File: src/rtl/axis_pps_trigger_sched_pkg.sv
`default_nettype none
// +------------------------------------------------------------------------+
// | axis_pps_trigger_sched_pkg                                             |
// | Shared FSM states, status-word layout and command-field helpers.       |
// | Revision: 1.0                                                          |
// +------------------------------------------------------------------------+
package axis_pps_trigger_sched_pkg;

  typedef enum logic [1:0] {
    ST_IDLE     = 2'd0,
    ST_ARM      = 2'd1,
    ST_WAIT_CYC = 2'd2,
    ST_REPORT   = 2'd3
  } state_t;

  localparam int c_stat_ok_bit    = 31;
  localparam int c_stat_miss_bit  = 30;
  localparam int c_stat_lost_bit  = 29;
  localparam int c_stat_abort_bit = 28;
  localparam int c_seq_width      = 16;

  // Command layout: offset in the low bits, delay directly above it.
  localparam int c_offset_lsb = 0;

  function automatic int cmd_delay_lsb(input int cntr_width);
    return c_offset_lsb + cntr_width;
  endfunction

  function automatic logic [31:0] make_status(
    input logic                   ok,
    input logic                   miss,
    input logic                   lost,
    input logic                   abrt,
    input logic [c_seq_width-1:0] seq
  );
    logic [31:0] w;
    w                   = '0;
    w[c_stat_ok_bit]    = ok;
    w[c_stat_miss_bit]  = miss;
    w[c_stat_lost_bit]  = lost;
    w[c_stat_abort_bit] = abrt;
    w[c_seq_width-1:0]  = seq;
    return w;
  endfunction

endpackage
`default_nettype wire

File: src/rtl/axis_pps_sync.sv
`default_nettype none
// +------------------------------------------------------------------------+
// | axis_pps_sync                                                          |
// | PPS synchronizer, rising-edge detect, intra-second counter, lock/loss. |
// | Revision: 1.0                                                          |
// +------------------------------------------------------------------------+
module axis_pps_sync
  import axis_pps_trigger_sched_pkg::*;
#(
  parameter int CNTR_WIDTH = 32,
  parameter int TIMEOUT    = 130000000
) (
  input  logic                  aclk,
  input  logic                  aresetn,
  input  logic                  pps_data,
  output logic                  pps_edge,
  output logic [CNTR_WIDTH-1:0] cntr,
  output logic                  pps_lock,
  output logic                  pps_lost
);

  localparam logic [CNTR_WIDTH-1:0] c_timeout = CNTR_WIDTH'(TIMEOUT);

  logic [2:0]            r_sync;
  logic [CNTR_WIDTH-1:0] r_cntr;
  logic                  r_lock;
  logic                  r_lost;
  logic                  w_edge;
  logic                  w_timeout;

  assign w_edge    = ~r_sync[2] & r_sync[1];
  assign w_timeout = (r_cntr == c_timeout);

  always_ff @(posedge aclk) begin
    if (!aresetn) begin
      r_sync <= '0;
      r_cntr <= '0;
      r_lock <= 1'b0;
      r_lost <= 1'b0;
    end else begin
      r_sync <= {r_sync[1:0], pps_data};
      // Counter saturates so a missing PPS cannot wrap into a false match.
      if (w_edge)
        r_cntr <= '0;
      else if (!w_timeout)
        r_cntr <= r_cntr + CNTR_WIDTH'(1);
      // An edge arriving on the timeout cycle keeps the lock.
      if (w_edge) begin
        r_lock <= 1'b1;
        r_lost <= 1'b0;
      end else if (w_timeout) begin
        r_lock <= 1'b0;
        r_lost <= 1'b1;
      end
    end
  end

  assign pps_edge = w_edge;
  assign cntr     = r_cntr;
  assign pps_lock = r_lock;
  assign pps_lost = r_lost;

endmodule
`default_nettype wire

File: src/rtl/axis_pps_trigger_sched.sv
`default_nettype none
// +------------------------------------------------------------------------+
// | axis_pps_trigger_sched                                                 |
// | PPS-aligned one-shot trigger scheduler with AXI-Stream cmd/status.     |
// | Revision: 1.0                                                          |
// +------------------------------------------------------------------------+
module axis_pps_trigger_sched
  import axis_pps_trigger_sched_pkg::*;
#(
  parameter int CNTR_WIDTH         = 32,
  parameter int SEC_WIDTH          = 16,
  parameter int S_AXIS_TDATA_WIDTH = 64,
  parameter int TIMEOUT            = 130000000
) (
  input  logic                          aclk,
  input  logic                          aresetn,
  input  logic                          pps_data,
  input  logic                          abort,
  input  logic [S_AXIS_TDATA_WIDTH-1:0] s_axis_tdata,
  input  logic                          s_axis_tvalid,
  output logic                          s_axis_tready,
  output logic [31:0]                   m_axis_tdata,
  output logic                          m_axis_tvalid,
  input  logic                          m_axis_tready,
  output logic                          trig,
  output logic                          pps_lock,
  output logic                          pps_lost
);

  localparam int c_delay_lsb = cmd_delay_lsb(CNTR_WIDTH);

  logic                   w_edge;
  logic [CNTR_WIDTH-1:0]  w_cntr;
  logic                   w_pps_lock;
  logic                   w_pps_lost;
  logic [CNTR_WIDTH-1:0]  w_offset;
  logic [SEC_WIDTH-1:0]   w_delay;

  state_t                 r_state;
  logic [SEC_WIDTH-1:0]   r_sec;
  logic [CNTR_WIDTH-1:0]  r_off;
  logic                   r_lost_d;
  logic                   r_trig;
  logic                   r_tvalid;
  logic [31:0]            r_tdata;
  logic [c_seq_width-1:0] r_seq;

  logic w_active;
  logic w_waiting;
  logic w_lost_rise;
  logic w_fire;
  logic w_lost_end;
  logic w_abort_end;
  logic w_miss_end;
  logic w_done;

  axis_pps_sync #(
    .CNTR_WIDTH (CNTR_WIDTH),
    .TIMEOUT    (TIMEOUT)
  ) u_sync (
    .aclk     (aclk),
    .aresetn  (aresetn),
    .pps_data (pps_data),
    .pps_edge (w_edge),
    .cntr     (w_cntr),
    .pps_lock (w_pps_lock),
    .pps_lost (w_pps_lost)
  );

  assign w_offset = s_axis_tdata[c_offset_lsb +: CNTR_WIDTH];
  assign w_delay  = s_axis_tdata[c_delay_lsb +: SEC_WIDTH];

  generate
    if (S_AXIS_TDATA_WIDTH > CNTR_WIDTH + SEC_WIDTH) begin : g_unused_cmd_bits
      logic w_unused_tdata;
      assign w_unused_tdata = ^s_axis_tdata[S_AXIS_TDATA_WIDTH-1:CNTR_WIDTH+SEC_WIDTH];
    end
  endgenerate

  // Outcome priority: fire > LOST > ABORT > MISS.
  assign w_active    = (r_state == ST_ARM) || (r_state == ST_WAIT_CYC);
  assign w_waiting   = (r_state == ST_WAIT_CYC);
  assign w_lost_rise = w_pps_lost & ~r_lost_d;
  assign w_fire      = w_waiting && (w_cntr == r_off);
  assign w_lost_end  = w_active && !w_fire && w_lost_rise;
  assign w_abort_end = w_active && !w_fire && !w_lost_rise && abort;
  assign w_miss_end  = w_waiting && !w_fire && !w_lost_rise && !abort && w_edge;
  assign w_done      = w_fire | w_lost_end | w_abort_end | w_miss_end;

  always_ff @(posedge aclk) begin
    if (!aresetn) begin
      r_state  <= ST_IDLE;
      r_sec    <= '0;
      r_off    <= '0;
      r_lost_d <= 1'b0;
      r_trig   <= 1'b0;
      r_tvalid <= 1'b0;
      r_tdata  <= '0;
      r_seq    <= '0;
    end else begin
      r_trig   <= 1'b0;
      r_lost_d <= w_pps_lost;
      if (w_done) begin
        r_trig   <= w_fire;
        r_tvalid <= 1'b1;
        r_tdata  <= make_status(w_fire, w_miss_end, w_lost_end, w_abort_end, r_seq);
        r_state  <= ST_REPORT;
      end else begin
        case (r_state)
          ST_IDLE: begin
            if (s_axis_tvalid && w_pps_lock) begin
              r_sec   <= w_delay;
              r_off   <= w_offset;
              r_state <= ST_ARM;
            end
          end
          ST_ARM: begin
            if (w_edge) begin
              if (r_sec == '0)
                r_state <= ST_WAIT_CYC;
              else
                r_sec <= r_sec - SEC_WIDTH'(1);
            end
          end
          ST_WAIT_CYC: begin
          end
          ST_REPORT: begin
            if (m_axis_tready) begin
              r_tvalid <= 1'b0;
              r_seq    <= r_seq + c_seq_width'(1);
              r_state  <= ST_IDLE;
            end
          end
          default: r_state <= ST_IDLE;
        endcase
      end
    end
  end

  assign s_axis_tready = (r_state == ST_IDLE) && w_pps_lock;
  assign m_axis_tvalid = r_tvalid;
  assign m_axis_tdata  = r_tdata;
  assign trig          = r_trig;
  assign pps_lock      = w_pps_lock;
  assign pps_lost      = w_pps_lost;

endmodule
`default_nettype wire

File: config.mk
export PLATFORM = sky130hd
export DESIGN_NAME = axis_pps_trigger_sched
export DESIGN_NICKNAME = d
export VERILOG_FILES = /design/src/rtl/axis_pps_trigger_sched_pkg.sv /design/src/rtl/axis_pps_sync.sv /design/src/rtl/axis_pps_trigger_sched.sv
export SDC_FILE = /design/constraint.sdc
export NUM_CORES = 1
export LEC_CHECK = 0
export CAP_MARGIN = 15
export CORE_ASPECT_RATIO = 1.2
export CORE_UTILIZATION = 40
export CTS_BUF_LIST = sky130_fd_sc_hd__clkbuf_16
export CTS_CLUSTER_SIZE = 12
export DETAILED_ROUTE_END_ITERATION = 6
export SETUP_SLACK_MARGIN = 0.15
export SYNTH_ARGS = -nofsm -noshare
export SYNTH_HDL_FRONTEND = slang
export SYNTH_SLANG_ARGS = --single-unit
File: constraint.sdc
create_clock -name aclk -period 2.7 [get_ports aclk]
set_input_delay 0.675 -clock aclk [delete_from_list [all_inputs] [get_ports aclk]]
set_output_delay 0.675 -clock aclk [all_outputs]
set_load 0.005 [all_outputs]
# After elaboration in Yosys (flattened, before gate mapping)
# Index checks and enable logic that the tools add are counted.
# Widths: inputs -> output; s select.
# word_totals
register_bits	126
latchBits	0
ramBits	0
mem_bits_ro	0
input_bits	70
word_cells	80
mem_count	0
# op_classes
addsub	3
multipliers	0
div_mod_pow	0
magnitude_cmp	0
n_eq_ne	12
shift	0
n_mux	15
bitwise	9
n_reduce_logical	29
# ops
op	n
$mux 16	3
$add 32x1->32 const B	1
$eq 32x27->1 const B	1
$eq 32x32->1	1
$pmux 16 s2	1
$add 16x1->16 const B	1
$logic_not 16->1	1
$sub 16x1->16 const B	1
$logic_and 1x1->1	11
$mux 2	5
$reduce_and 5->1	2
$ne 3x3->1 const B	3
$reduce_bool 2->1	4
$ne 2x2->1 const B	3
$pmux 2 s3	1
$reduce_and 3->1	2
$mux 1	5
$eq 2x2->1 const B	2
$not 1->1	4
$reduce_and 2->1	2
$reduce_bool 4->1	1
$logic_not 1->1	3
$ne 3x2->1 const B	1
$or 1x1->1	3
other kinds (5)	6

# Depth between registers and ports, before layout
# Gate-level depths: netlist of the first run.
# logic_depth
word_depth	10
depth_mapped	11
depth_no_buf	8

# Hierarchy
# Synthesis of the first run repeated with hierarchy kept, for this count alone.
# unflattened
cells_unflattened	722
area_unflattened_um2	6384.9
# modules_own_cells
module	instances	cells_each	area_each_um2	seq_area_each_um2
axis_pps_trigger_sched	1	506	4540.6	1781.7
axis_pps_sync	1	216	1844.3	740.7

# Worst setup path after synthesis of the first run
# No wires, ideal clock.
# synth_timing
path_type	register to register
from	register r_state[0]
to	register r_sec[4]
setup_time_ps	134
arrival_ps	2059
t_required_ps	2566
setup_slack_ps	507
stages_incl_launch_ff	11
path_buffers	2
cell_sequence	dfxtp_1 > inv_1 > ha_1 > inv_1 > nor2_1 > o32ai_2 > o31ai_1 > buf_2 > buf_4 > o311ai_0 > o31ai_1
# synth_between
elab_chain_len	10
elab_cells_between_ends	24
classes_between	eq/ne: 5; mux: 1; bitwise: 4; reduce/logical: 14
# synth_rtl
item	line_no	text
from (decl)	axis_pps_trigger_sched.sv:39	state_t r_state;
from (signal assigned)	axis_pps_trigger_sched.sv:92	r_state <= ST_IDLE;
from (signal assigned)	axis_pps_trigger_sched.sv:107	r_state <= ST_REPORT;
from (signal assigned)	axis_pps_trigger_sched.sv:114	r_state <= ST_ARM;
$eq 2x2->1	axis_pps_trigger_sched.sv:81, axis_pps_trigger_sched.sv:82	
$logic_and 1x1->1	axis_pps_trigger_sched.sv:84	assign w_fire = w_waiting && (w_cntr == r_off);
$logic_not 1->1	axis_pps_trigger_sched.sv:85, axis_pps_trigger_sched.sv:86, axis_pps_trigger_sched.sv:87	
$logic_and 1x1->1, on equally long branches (2 in series)	axis_pps_trigger_sched.sv:85, axis_pps_trigger_sched.sv:86, axis_pps_trigger_sched.sv:87	
$or 1x1->1, or another cell as far along	axis_pps_trigger_sched.sv:88	assign w_done = w_fire | w_lost_end | w_abort_end | w_miss_end;
$or 1x1->1 / $logic_and 1x1->1 (equally long branches)	axis_pps_trigger_sched.sv:88, axis_pps_trigger_sched.sv:87	
$or 1x1->1	axis_pps_trigger_sched.sv:88	
$not 1->1 (no line)	-	
$reduce_and 5->1 (no line)	-	
to (signal assigned)	axis_pps_trigger_sched.sv:112	r_sec <= w_delay;
to (signal assigned)	axis_pps_trigger_sched.sv:122	r_sec <= r_sec - SEC_WIDTH'(1);
to (decl)	axis_pps_trigger_sched.sv:40	logic [SEC_WIDTH-1:0] r_sec;
# Parallel ways exist; a longest one is shown, timed or not.
# A chain may end at the register's enable or synchronous reset.

# Final worst setup path of the first run
# layout_timing
from	register r_state[0]
to	output s_axis_tready
# layout_between
elab_chain_len	2
# layout_rtl
item	line_no	text
$logic_not 2->1	axis_pps_trigger_sched.sv:140	assign s_axis_tready = (r_state == ST_IDLE) && w_pps_lock;
$logic_and 1x1->1	axis_pps_trigger_sched.sv:140	
to (decl)	axis_pps_trigger_sched.sv:21	output logic s_axis_tready,
# Every way passes these cells.

==> qor.csv, run 1 <==
metric;value;unit
Worst EP arrival;1.85;ns
antenna violations before repair;0;
H-Tree Depth;4;
CP Cell Sequence;inv_1, ha_1, and2_1, clkdlybuf4s50_1;
Post-synth EDFFs;0;
Ys Warns;0;
clk_skew;0.00946;ns
R2R Setup Slk;0.25;ns
Area after DPL;7250;sq um
Finished Core Util;52.6;%
DIE AREA;16100;sq um
status;finished clean;
peak per-stage delay on the critical path;0.52;ns
Slew Limit Headroom;55.4;%
CTS Buf Count;17;
Reg area;2520;sq um
routed length per instance;15.2;um
largest net degree at the start of global routing;74;
row count;49;
Clock Latency Late Sink;0.42;ns
RD Place Congestion;0.829;
hold_buf cts;0;
Synth cell types;56;
worst vdd ir;0.000587;V
Seq cells post-synth;126;
antenna-violating nets left;0;
GRT Residual Overflow;0;
P&R area growth vs syn;27.5;%
share of layout cells above drive strength 1;9.42;%
First DRT Iteration DRCs;279;
Max Root-Sink Buffers;2;
worst min path class;reg2reg;
WHS;0.435;ns
Post-synth top cells;126 x dfxtp_1, 106 x nand2_1, 54 x nand3_1, 54 x nor2_1, 40 x xor2_1;
ys async rst share;0;%
Seq/Total Area, Yosys;40.5;%
clock transition at the registers of the reported paths;0.06;ns
fin crit share;93.7;%
DRC violations left;0;
Slew Limit Fails;0;
crit path buf inv count;2;
Pleak;3.03;nW
Starting Density;41.3;%
Final Cell Area;7940;sq um
Fin. Hold Viols;0;
RSZ-0062 raised after global routing;true;
via total after detailed routing;5577;
CTS sink cnt;126;
nets@finish;905;
I/O pins;107;
FILL cells;1438;
multi-input combinational cell area;3410;sq um
max_cap viols;0;
synth top area cells;dfxtp_1 41%, nand2_1 6.4%, mux2i_1 6.1%, xor2_1 5.6%, nand3_1 4.3%;
Worst Setup Path Type;reg2out;
Critical-path top delay cell;clkdlybuf4s50_1;
drt pass-1 iters;6;
Die Width;116;um
CTS tree;yes;
post-synth top area cell;dfxtp_1;
DIE HEIGHT;139;um
number of global-route vias before repair;5523;
post-synthesis area per instance;8.41;sq um
Post-Syn Instances;740;
# diodes;0;
crit-path leading delay family;buffers and inverters;
Root Driver;clkbuf_16;
Main synth FF type;dfxtp_1;
WL final;15800;um
Mapped Area;6220;sq um
Max Clk Rate;395;MHz
hpwl dp;11000;um
crit end category;output port;
worst slew pin tran;0.668;ns
Overall Power;6.51;mW
post-layout minimum cycle time;2.53;ns
first-pass GRT wire length;26000;um
P per Cell Area;820;nW/um^2
Vias/cell;5.35;
Synth top area share;40.5;%
GRT Overall Usage;20.6;%
Port Buffers;78;
CP Launch Type;flip-flop;
count of final setup violators;0;
Required @ worst endpoint;2.03;ns
core area;15100;sq um
most frequent cell after synthesis;dfxtp_1;
crit-path max FO;4;
==> worst paths after layout <==
kind | start | endpoint | cells past startpoint
min | u_sync.r_sync[0]$_SDFF_PN0_ | u_sync.r_sync[1]$_SDFF_PN0_ | 1
max reg2reg | r_state[0]$_SDFFE_PN0P_ | r_seq[12]$_SDFFE_PN0P_ | 9
max | r_state[0]$_SDFFE_PN0P_ | s_axis_tready | 4
min reg2reg | u_sync.r_sync[0]$_SDFF_PN0_ | u_sync.r_sync[1]$_SDFF_PN0_ | 1
==> layer usage <==
layer,GRT usage [%],vias to the layer above,wire (um)
met2,35.3,151,8110
met3,4.85,25,658
li1,-,2755,-
met5,0,-,0
met1,24.0,2646,6710
met4,9.51,0,359
==> timing repair <==
| item | CTS | global route |
|---|---|---|
| gates cloned | 1 | 0 |
| buffers inserted | 1 | 4 |
| resized for setup | 2 | 8 |
| pin swaps | 2 | 4 |
| setup endpoints to repair | 16 | 42 |
==> cells in the final DEF, fill, tap and decap left out, types with 10 or more instances in the layout <==
master / instances
buf_4: 34
xnor2_1: 15
nand2_1: 105
nor2_1: 54
nor3_1: 16
o31ai_1: 12
o21ai_0: 28
conb_1: 12
mux2i_1: 38
or3_1: 10
a21oi_1: 36
clkdlybuf4s50_1: 77
nor4_1: 12
xor2_1: 40
dfxtp_1: 126
clkbuf_16: 17
nand4_1: 11
nand3_1: 53
and3_1: 10
inv_1: 17
==> area by class of cell <==
class,count,share of cell area [%]
Clock inverter,14,2.16
Clock buffer,17,5.36
Sequential cell,126,31.8
Tap cell,204,3.22
Inverter,18,0.883
Timing Repair Buffer,114,13.7
Multi-Input combinational cell,550,42.9
==> report_power, final <==
part           internal, mW  total [mW]  leakage [nW]  switching (mW)
Sequential             2.01        2.14          1.02           0.132
Clock                  1.44        2.30         0.276           0.854
Combinational         0.843        2.07          1.74            1.23
Total                  4.30        6.51          3.03            2.21
==> flip-flops by register name (all words and copies together) (netlist names), 2 cells and up <==
name           cells
r_off             32
u_sync.cntr       32
m_axis_tdata      20
r_sec             16
r_seq             16
u_sync.r_sync      3
r_state            2
==> stage by stage <==
stage               std cells  setup TNS, ns  setup slack, ns
finish                   1043              0            0.171
global route             1043              0            0.130
CTS                      1039              0            0.146
detailed placement       1006        -0.0851          -0.0474
global placement         1006              0           0.0292
floorplan                 751              0            0.507
==> kinds of logic after synthesis <==
group | count (synthesis) | synth area share [%]
buffers and inverters | 76 | 6.47
DFF | 126 | 40.5
adders and majority gates | 8 | 1.61
and+or+nand+nor | 323 | 25.7
AOI/OAI and AO/OA | 113 | 11.7
other | 1 | 0.0602
muxes | 38 | 6.11
xor gates and xnor gates | 55 | 7.74
Note: power is estimated with default switching activity, not from simulation.
==> run 2, diff against run 1 <==
--- a/config.mk
+++ b/config.mk
@@ -9,6 +9,7 @@
 export CORE_ASPECT_RATIO = 1.2
 export CORE_UTILIZATION = 40
 export CTS_BUF_LIST = sky130_fd_sc_hd__clkbuf_16
+export CTS_CLUSTER_DIAMETER = 150
 export CTS_CLUSTER_SIZE = 12
 export DETAILED_ROUTE_END_ITERATION = 6
 export SETUP_SLACK_MARGIN = 0.15
==> results of run 2 <==
Final layout, timing and power as in run 1 (identical DEF).
==> run 3, diff against run 2 <==
--- a/config.mk
+++ b/config.mk
@@ -7,11 +7,13 @@
 export LEC_CHECK = 0
 export CAP_MARGIN = 15
 export CORE_ASPECT_RATIO = 1.2
-export CORE_UTILIZATION = 40
+export CORE_UTILIZATION = 50
 export CTS_BUF_LIST = sky130_fd_sc_hd__clkbuf_16
 export CTS_CLUSTER_DIAMETER = 150
 export CTS_CLUSTER_SIZE = 12
 export DETAILED_ROUTE_END_ITERATION = 6
+export HOLD_SLACK_MARGIN = 0.03
+export PLACE_DENSITY = 0.76
 export SETUP_SLACK_MARGIN = 0.15
 export SYNTH_ARGS = -nofsm -noshare
 export SYNTH_HDL_FRONTEND = slang
==> qor.csv, run 3 (synthesis results as in run 1) <==
metric;value;unit
Vias/cell;5.70;
register share of total power;33.8;%
Port Buffers;78;
Required @ worst endpoint;2.03;ns
GRT Residual Overflow;0;
first-pass GRT wire length;25500;um
nets@finish;903;
drt pass-1 iters;6;
CTS sink cnt;126;
Combinational Power Share;31.4;%
Slew Limit Fails;0;
row count;44;
Slew Limit Headroom;53.2;%
DIE AREA;12900;sq um
count of final setup violators;0;
Clock Latency Late Sink;0.42;ns
CTS Buf Count;17;
worst vdd ir;0.000741;V
most frequent cells in the layout;125 x dfxtp_1, 106 x nand2_1, 77 x clkdlybuf4s50_1;
DIE HEIGHT;124;um
RD Place Congestion;0.852;
status;finished clean;
share of layout cells above drive strength 1;9.31;%
hpwl dp;10600;um
WL final;15300;um
multi-input combinational cell area;3390;sq um
Overall Power;6.34;mW
worst slew pin tran;0.696;ns
routed length per instance;15.3;um
worst min path class;reg2reg;
clk_skew;0.00709;ns
Max Clk Rate;402;MHz
fin crit share;92.1;%
Final Cell Area;7820;sq um
Starting Density;51.4;%
Clock Power Share;34.8;%
H-Tree Depth;4;
sw frac;34.4;%
CTS tree;yes;
DRC violations left;0;
antenna-violating nets left;0;
Pint;4.16;mW
crit end category;output port;
# diodes;0;
P per Cell Area;811;nW/um^2
Setup Total Neg Slack;0;ns
Reg area;2520;sq um
Worst EP arrival;1.81;ns
core area;12100;sq um
Die Width;104;um
I/O pins;107;
GRT Overall Usage;24.3;%
via total after detailed routing;5694;
number of global-route vias before repair;5523;
Root Driver;clkbuf_16;
Psw;2.18;mW
commonest non-fill, non-tap cell in the layout;dfxtp_1;
hold_buf cts;0;
post-layout minimum cycle time;2.49;ns
First DRT Iteration DRCs;288;
Pleak;3.02;nW
FILL cells;1001;
max_cap viols;0;
RSZ-0062 raised after global routing;true;
P&R area growth vs syn;25.7;%
Worst Setup Path Type;reg2out;
crit-path max FO;4;
CP Launch Type;flip-flop;
Finished Core Util;64.6;%
largest net degree at the start of global routing;76;
Fin. Hold Viols;0;
antenna violations before repair;0;
Area after DPL;7160;sq um
Max Root-Sink Buffers;2;
clock transition at the registers of the reported paths;0.06;ns
[run 3: changes by cell type in the layout (fill, tap and decap cells not counted), sizes merged]
cell | before | now
bufinv | 3 | 2
buf | 37 | 35
clkinv | 7 | 8
inv | 18 | 20
clkinvlp | 4 | 3
[run 3: layout make-up]
type | count | share of cell area (%)
multi-input combinational | 550 | 43.4
sequential | 126 | 32.3
timing repair buffer | 112 | 13.6
clock buffer | 17 | 5.44
tap | 161 | 2.57
clock inverter | 15 | 1.90
inverter | 18 | 0.896
[run 3: final timing paths]
kind | start | cells after the start | slack (ns) | endpoint
min reg2reg | u_sync.r_sync[0]$_SDFF_PN0_ | 1 | 0.44 | u_sync.r_sync[1]$_SDFF_PN0_
min | u_sync.r_sync[0]$_SDFF_PN0_ | 1 | 0.44 | u_sync.r_sync[1]$_SDFF_PN0_
max | r_state[0]$_SDFFE_PN0P_ | 4 | 0.21 | s_axis_tready
max reg2reg | r_sec[1]$_SDFFE_PN0P_ | 8 | 0.30 | r_sec[1]$_SDFFE_PN0P_
[run 3: critical path: stages (launching register included)]
cell and delay, ns:
dfxtp_2 0.34, inv_1 0.09, ha_1 0.23, and2_1 0.20
clkdlybuf4s50_1 0.53
[run 3: what timing repair did]
item	in CTS	in global routing
setup endpoints to repair	31	63
gates resized for setup	2	6
cloned	1	0
buffers inserted	4	2
pin swaps	3	1
[run 3: through the flow]
step                      cells  worst slack [ns]  hold WS [ns]
after global routing        999             0.129         0.458
after CTS                   997             0.162         0.445
after detailed placement    960            0.0129         0.419
after global placement      960            0.0159         0.425
after floorplan             751             0.507         0.412
final                       999             0.214         0.442
[run 3: layer usage]
| metal | track usage (%) | part of all wire (%) | up-vias |
|---|---|---|---|
| li1 | - | - | 2750 |
| met1 | 27.4 | 40 | 2734 |
| met2 | 43.3 | 51 | 171 |
| met3 | 5.25 | 5.1 | 39 |
| met4 | 11.5 | 3.1 | 0 |
| met5 | 0 | 0 | - |
[run 3: power groups by stage]
stage / Combinational [mW] / Sequential, mW / Clock (mW)
after floorplan: 1.29 / 2.15 / 0
after global placement: 1.76 / 2.17 / 0
after detailed placement: 1.81 / 2.18 / 0
after CTS: 1.91 / 2.14 / 2.23
after global routing: 2.18 / 2.16 / 2.31
final: 1.99 / 2.15 / 2.21
